<file path="config.mk">
export PLATFORM = sky130hd
export DESIGN_NAME = maxpool1d_stream
export DESIGN_NICKNAME = d
export VERILOG_FILES = /design/src/rtl/maxpool1d_stream.sv
export SDC_FILE = /design/constraint.sdc
export NUM_CORES = 1
export LEC_CHECK = 0
export ABC_AREA = 1
export CELL_PAD_IN_SITES_DETAIL_PLACEMENT = 1
export CELL_PAD_IN_SITES_GLOBAL_PLACEMENT = 2
export CORE_ASPECT_RATIO = 0.5
export CORE_UTILIZATION = 31
export DETAILED_ROUTE_END_ITERATION = 12
export PLACE_DENSITY_LB_ADDON = 0.1
export SLEW_MARGIN = 20
export SYNTH_ARGS = -nofsm -noshare
export SYNTH_HDL_FRONTEND = slang
export SYNTH_SLANG_ARGS = --single-unit
</file>
<file path="constraint.sdc">
create_clock -name clk_i -period 2.6 [get_ports clk_i]
set_clock_uncertainty 0.2 [all_clocks]
set_input_delay 0.52 -clock clk_i [delete_from_list [all_inputs] [get_ports clk_i]]
set_output_delay 0.52 -clock clk_i [all_outputs]
set_load 0.01 [all_outputs]
</file>
<file path="src/rtl/maxpool1d_stream.sv">
// maxpool1d_stream: streaming 1-D max-pool with valid/ready handshakes on both sides.
// Emits the signed maximum of each non-overlapping window of POOL samples.
// in_last_i closes a partial window early so frames of any length pool correctly.
// Optional build macro ARGMAX_OUT_EN adds out_idx_o, the 0-based position of the
// retained maximum inside its window.
module maxpool1d_stream #(
    parameter int DATA_W = 16,
    parameter int POOL   = 2,
    parameter int CNT_W  = 4
) (
    input  logic              clk_i,
    input  logic              rst_ni,
    input  logic              en_i,
    input  logic [DATA_W-1:0] in_data_i,
    input  logic              in_valid_i,
    input  logic              in_last_i,
    output logic              in_ready_o,
    output logic [DATA_W-1:0] out_data_o,
    output logic              out_valid_o,
    output logic              out_last_o,
    input  logic              out_ready_i
`ifdef ARGMAX_OUT_EN
    ,
    output logic [CNT_W-1:0]  out_idx_o
`endif
);

    // Window state
    logic [CNT_W-1:0]  cnt_q, cnt_d;
    logic [DATA_W-1:0] max_q, max_d;
    // Output register
    logic [DATA_W-1:0] out_data_q, out_data_d;
    logic              out_valid_q, out_valid_d;
    logic              out_last_q, out_last_d;
    // Set on the first edge after reset release; keeps in_ready low while in reset
    logic              active_q;

    logic              closing;
    logic              accept;
    logic              take;
    logic              in_ready;
    logic [DATA_W-1:0] cand_max;
    logic              cand_new;

`ifdef ARGMAX_OUT_EN
    logic [CNT_W-1:0]  idx_q, idx_d;
    logic [CNT_W-1:0]  out_idx_q, out_idx_d;
    logic [CNT_W-1:0]  cand_idx;
`endif

    // Handshake decode and running-max candidate including the current sample
    always_comb begin
        closing  = (cnt_q == CNT_W'(POOL - 1)) | in_last_i;
        // A closing sample needs the output register free (empty or being taken now)
        in_ready = active_q & en_i & ~(out_valid_q & ~out_ready_i & closing);
        accept   = in_valid_i & in_ready;
        take     = en_i & out_valid_q & out_ready_i;
        // First sample of a window loads unconditionally; later ones only on strict
        // signed greater-than so ties keep the earliest position
        cand_new = (cnt_q == '0) | ($signed(in_data_i) > $signed(max_q));
        cand_max = cand_new ? in_data_i : max_q;
`ifdef ARGMAX_OUT_EN
        cand_idx = cand_new ? cnt_q : idx_q;
`endif
    end

    // Next-state: accumulate, close a window into the output register, or drain it
    always_comb begin
        cnt_d       = cnt_q;
        max_d       = max_q;
        out_data_d  = out_data_q;
        out_valid_d = out_valid_q;
        out_last_d  = out_last_q;
`ifdef ARGMAX_OUT_EN
        idx_d       = idx_q;
        out_idx_d   = out_idx_q;
`endif
        // A take with no new result frees the output register
        if (take) begin
            out_valid_d = 1'b0;
        end
        if (accept) begin
            if (closing) begin
                // Register the window result; overrides the take for back-to-back flow
                out_data_d  = cand_max;
                out_valid_d = 1'b1;
                out_last_d  = in_last_i;
                cnt_d       = '0;
`ifdef ARGMAX_OUT_EN
                out_idx_d   = cand_idx;
`endif
            end else begin
                max_d = cand_max;
                cnt_d = cnt_q + CNT_W'(1);
`ifdef ARGMAX_OUT_EN
                idx_d = cand_idx;
`endif
            end
        end
    end

    // State registers with asynchronous active-low reset; en_i low blocks every
    // update through accept/take being forced low
    always_ff @(posedge clk_i or negedge rst_ni) begin
        if (!rst_ni) begin
            active_q    <= 1'b0;
            cnt_q       <= '0;
            max_q       <= '0;
            out_data_q  <= '0;
            out_valid_q <= 1'b0;
            out_last_q  <= 1'b0;
`ifdef ARGMAX_OUT_EN
            idx_q       <= '0;
            out_idx_q   <= '0;
`endif
        end else begin
            active_q    <= 1'b1;
            cnt_q       <= cnt_d;
            max_q       <= max_d;
            out_data_q  <= out_data_d;
            out_valid_q <= out_valid_d;
            out_last_q  <= out_last_d;
`ifdef ARGMAX_OUT_EN
            idx_q       <= idx_d;
            out_idx_q   <= out_idx_d;
`endif
        end
    end

    assign in_ready_o  = in_ready;
    assign out_data_o  = out_data_q;
    assign out_valid_o = out_valid_q;
    assign out_last_o  = out_last_q;
`ifdef ARGMAX_OUT_EN
    assign out_idx_o   = out_idx_q;
`endif

endmodule

</file>
==> flow_metrics.py <==
metrics = {
    "clocking": {
        "cts_sinks": 39,
        "numCtsBuffers": 5,
        "tritoncts": "built",
        "post-cts-setup-buffers": 0,
        "clkLatencyLatePin_ns": 0.28,
        "cts.clk_slew.worst_paths_ns": 0.06,
        "cts_root_buf": "clkbuf_16",
        "clock_path_buffers": 2,
        "htree_levels": 2,
    },
    "run": {
        "drv_cap": 0,
    },
    "placement": {
        "place.gp.congestion": 0.7708,
        "place_inst": 464,
        "post-dp-hpwl_um": 4607,
        "io_buffers": 40,
    },
    "synthesis": {
        "synth_top_area_frac": 0.3974,
        "syn_area_per_cell_um2": 7.949,
        "syn-num-nets": 350,
        "synthesis.area_um2": 2456,
        "ys_ff_latch": 39,
        "synthMostInstantiatedCell": "nand2_1",
        "async_reset_ff_frac": 1.000,
        "synthFlopType": "dfrtp_1",
        "synth_cell_type_count": 31,
        "synth.area.top_cells": "dfrtp_1 40%, nand2_1 15%, nand3_1 10%",
        "yosys_warnings": 0,
        "ys_seq_area_frac": 0.3974,
        "synthTopCellsByCount": "97 x nand2_1, 50 x nand3_1, 45 x inv_1",
        "syn_inst": 309,
        "synth_area_leader_cell": "dfrtp_1",
        "synth_edf_count": 0,
    },
    "setup_path": {
        "r2r_slack_ns": 0.41,
        "worstSetupStartpointType": "input pin",
        "critPathLaunch": "in_data_i[14]",
        "reg2reg_depth": 15,
        "cp_max_fo": 5,
        "crit_path_end_kind": "register",
        "required_ns": 2.57,
        "r2r_start": "max_q[5]$_DFFE_PN0P_",
        "arrival_ns": 2.45,
        "r2r_end": "out_data_o[8]$_DFFE_PN0P_",
        "crit_path_end": "out_data_o[8]$_DFFE_PN0P_",
        "crit_type": "in -> reg",
    },
    "finish": {
        "fin_cells": 473,
        "fill_cells": 906,
        "n_antenna_cell": 0,
        "utilization": 0.4423,
        "drive_gt1_frac": 0.1781,
        "seq_area_um2": 977.2,
        "multi_input_area_um2": 1295,
        "nets": 405,
        "syn2layout_area_growth_pct": 34.84,
    },
    "power": {
        "peakVddDrop_uv": 403.3,
        "pwr-share-clk": 0.171,
        "internal-power_mw": 2.095,
        "power.switching_mw": 1.439,
        "switching_share": 0.4072,
        "comb_power_share": 0.541,
        "power_leakage_nw": 1.760,
        "p_seq_frac": 0.289,
        "p_per_area_nw_per_um2": 1067,
    },
    "timing": {
        "finalCritPeriodShare": 0.9552,
        "maxSlewViolCount": 0,
        "layout_min_cycle_time_ns": 2.483,
        "hold_viol_final": 6,
        "setup_viol": 0,
        "rsz0062_at_grt": "yes",
        "tns_ns": 0,
        "fmax_mhz": 402.7,
        "timing.hold.ws_ns": -0.001673,
    },
    "die": {
        "start_util": 0.3280,
        "die_w_um": 127.9,
        "row_count": 22,
        "io_pins": 41,
        "die_y_um": 64.94,
        "die_area_um2": 8305,
        "coreArea_um2": 7487,
    },
    "hold_path": {
        "min_path_type": "in -> async",
    },
    "drt": {
        "drt_iter0_drc": 70,
        "drc": 0,
        "wl_per_cell_um": 13.69,
        "routed_via_density": 4.520,
        "ant_nets": 0,
        "via_count": 2138,
        "wl_um": 6475,
        "dr.pass1.iters": 4,
    },
    "outcome": {
        "violations": "hold timing",
        "status": "complete, but fails checks",
    },
    "grt": {
        "grt_overflow": 0,
        "antenna_found_initial": 0,
        "grt_pass1_wl_um": 10900,
        "grt_use_total": 0.1725,
        "grt_max_degree": 40,
        "grt_pass1_vias": 2194,
    },
}
-- repair_timing --
item,4_1_cts,5_1_grt
hold buffers,0,0
endpoints found under the setup margin,0,33
endpoints found under the hold margin,0,0
gates resized for setup,0,18
-- worst max-delay path, cell delays in order --
cell             delay, ns
clkdlybuf4s50_1       0.45
ha_1                  0.32
nand4_1               0.17
nor2_1                0.19
nand2_2               0.08
a21oi_2               0.18
nand2_4               0.12
nand2_8               0.12
buf_4                 0.14
nand2_4               0.04
nand3_1               0.06
nand2_1               0.06
-- cell usage in the layout (no fill, tap or decap) --
master,count
a21o_1,1
o21ai_0,1
nand2_1,96
nand2_8,1
nor2_1,4
dfrtp_2,1
buf_4,12
xor2_1,1
clkinv_2,4
clkbuf_16,5
nand2_4,12
dfrtp_1,38
a21oi_2,2
nor2_2,2
or2_1,1
ha_1,15
ha_4,4
inv_2,4
buf_2,1
nand2_2,6
nand3_1,49
conb_1,1
xnor2_1,1
inv_1,45
buf_6,1
nor3_2,1
clkdlybuf4s50_1,33
a31oi_4,1
a21oi_1,3
nand3_2,3
clkinv_1,1
nand4_1,2
o21ai_1,2
buf_12,3
dlymetal6s2s_1,6
o22ai_2,2
-- layout make-up --
type | instances | share of cell area
clock buffer | 5 | 0.03778
clock inverter | 3 | 0.004533
inverter | 51 | 0.05818
multi-input combinational | 211 | 0.3910
sequential | 39 | 0.2951
tap | 108 | 0.04080
timing repair buffer | 56 | 0.1726
-- sequential cells by signal, indices dropped and copies added, names as in the netlist --
signal and cells:
max_q 16, out_valid_o 1, active_q 1, out_last_o 1
cnt_q 4, out_data_o 16
-- worst min-delay path by stage --
stage,from,end,slack [ns],cells past startpoint
after floorplan,rst_ni,active_q$_DFF_PN0_,0.02,0
after global placement,out_data_o[11]$_DFFE_PN0P_,out_data_o[11]$_DFFE_PN0P_,0.26,2
after detailed placement,max_q[11]$_DFFE_PN0P_,max_q[11]$_DFFE_PN0P_,0.27,2
after CTS,rst_ni,cnt_q[2]$_DFFE_PN0P_,0.01,2
after global routing,rst_ni,cnt_q[2]$_DFFE_PN0P_,0.02,2
final,rst_ni,cnt_q[2]$_DFFE_PN0P_,-0.002,2
-- through the flow --
| step | instance area (µm²) | setup slack [ns] | hold slack [ns] | power (mW) |
|---|---|---|---|---|
| finish | 3312 | 0.1165 | -0.001673 | 3.534 |
| global route | 3312 | -0.03724 | 0.01916 | 3.859 |
| CTS | 3203 | 0.001872 | 0.01252 | 3.464 |
| detailed placement | 3063 | -0.2197 | 0.2689 | 2.828 |
| global placement | 3063 | -0.1924 | 0.2612 | 2.779 |
| floorplan | 2456 | 0.4538 | 0.02441 | 2.084 |
-- cell families (layout without fill, tap and decap cells) --
group,Yosys count,in the layout,synth area share
buffers and inverters,60,115,0.1116
XOR/XNOR,2,2,0.007133
AND/OR/NAND/NOR,176,177,0.3459
AO/OA/AOI/OAI,12,12,0.03973
adder cells (fa/ha/maj),19,19,0.09679
flip-flops,39,39,0.3974
other,1,1,0.001527
-- power by group through the flow --
| stage | logic (mW) | registers, mW | clock network (mW) |
|---|---|---|---|
| 2_1_floorplan | 1.02 | 1.07 | 0 |
| 5_1_grt | 2.14 | 1.06 | 0.654 |
| 4_1_cts | 1.81 | 1.02 | 0.631 |
| 3_5_place_dp | 1.80 | 1.03 | 0 |
| 6_report | 1.91 | 1.02 | 0.603 |
| 3_3_place_gp | 1.76 | 1.02 | 0 |
-- layer usage --
layer,part of all wire,vias up,track usage,wire [µm]
li1,-,1071,-,-
met1,0.53,1031,0.2431,3414
met2,0.43,30,0.2663,2785
met3,0.036,6,0.04294,233
met4,0.0063,0,0.03529,41
met5,0,-,0,0
No activity file was read; power rests on OpenSTA's default activity.
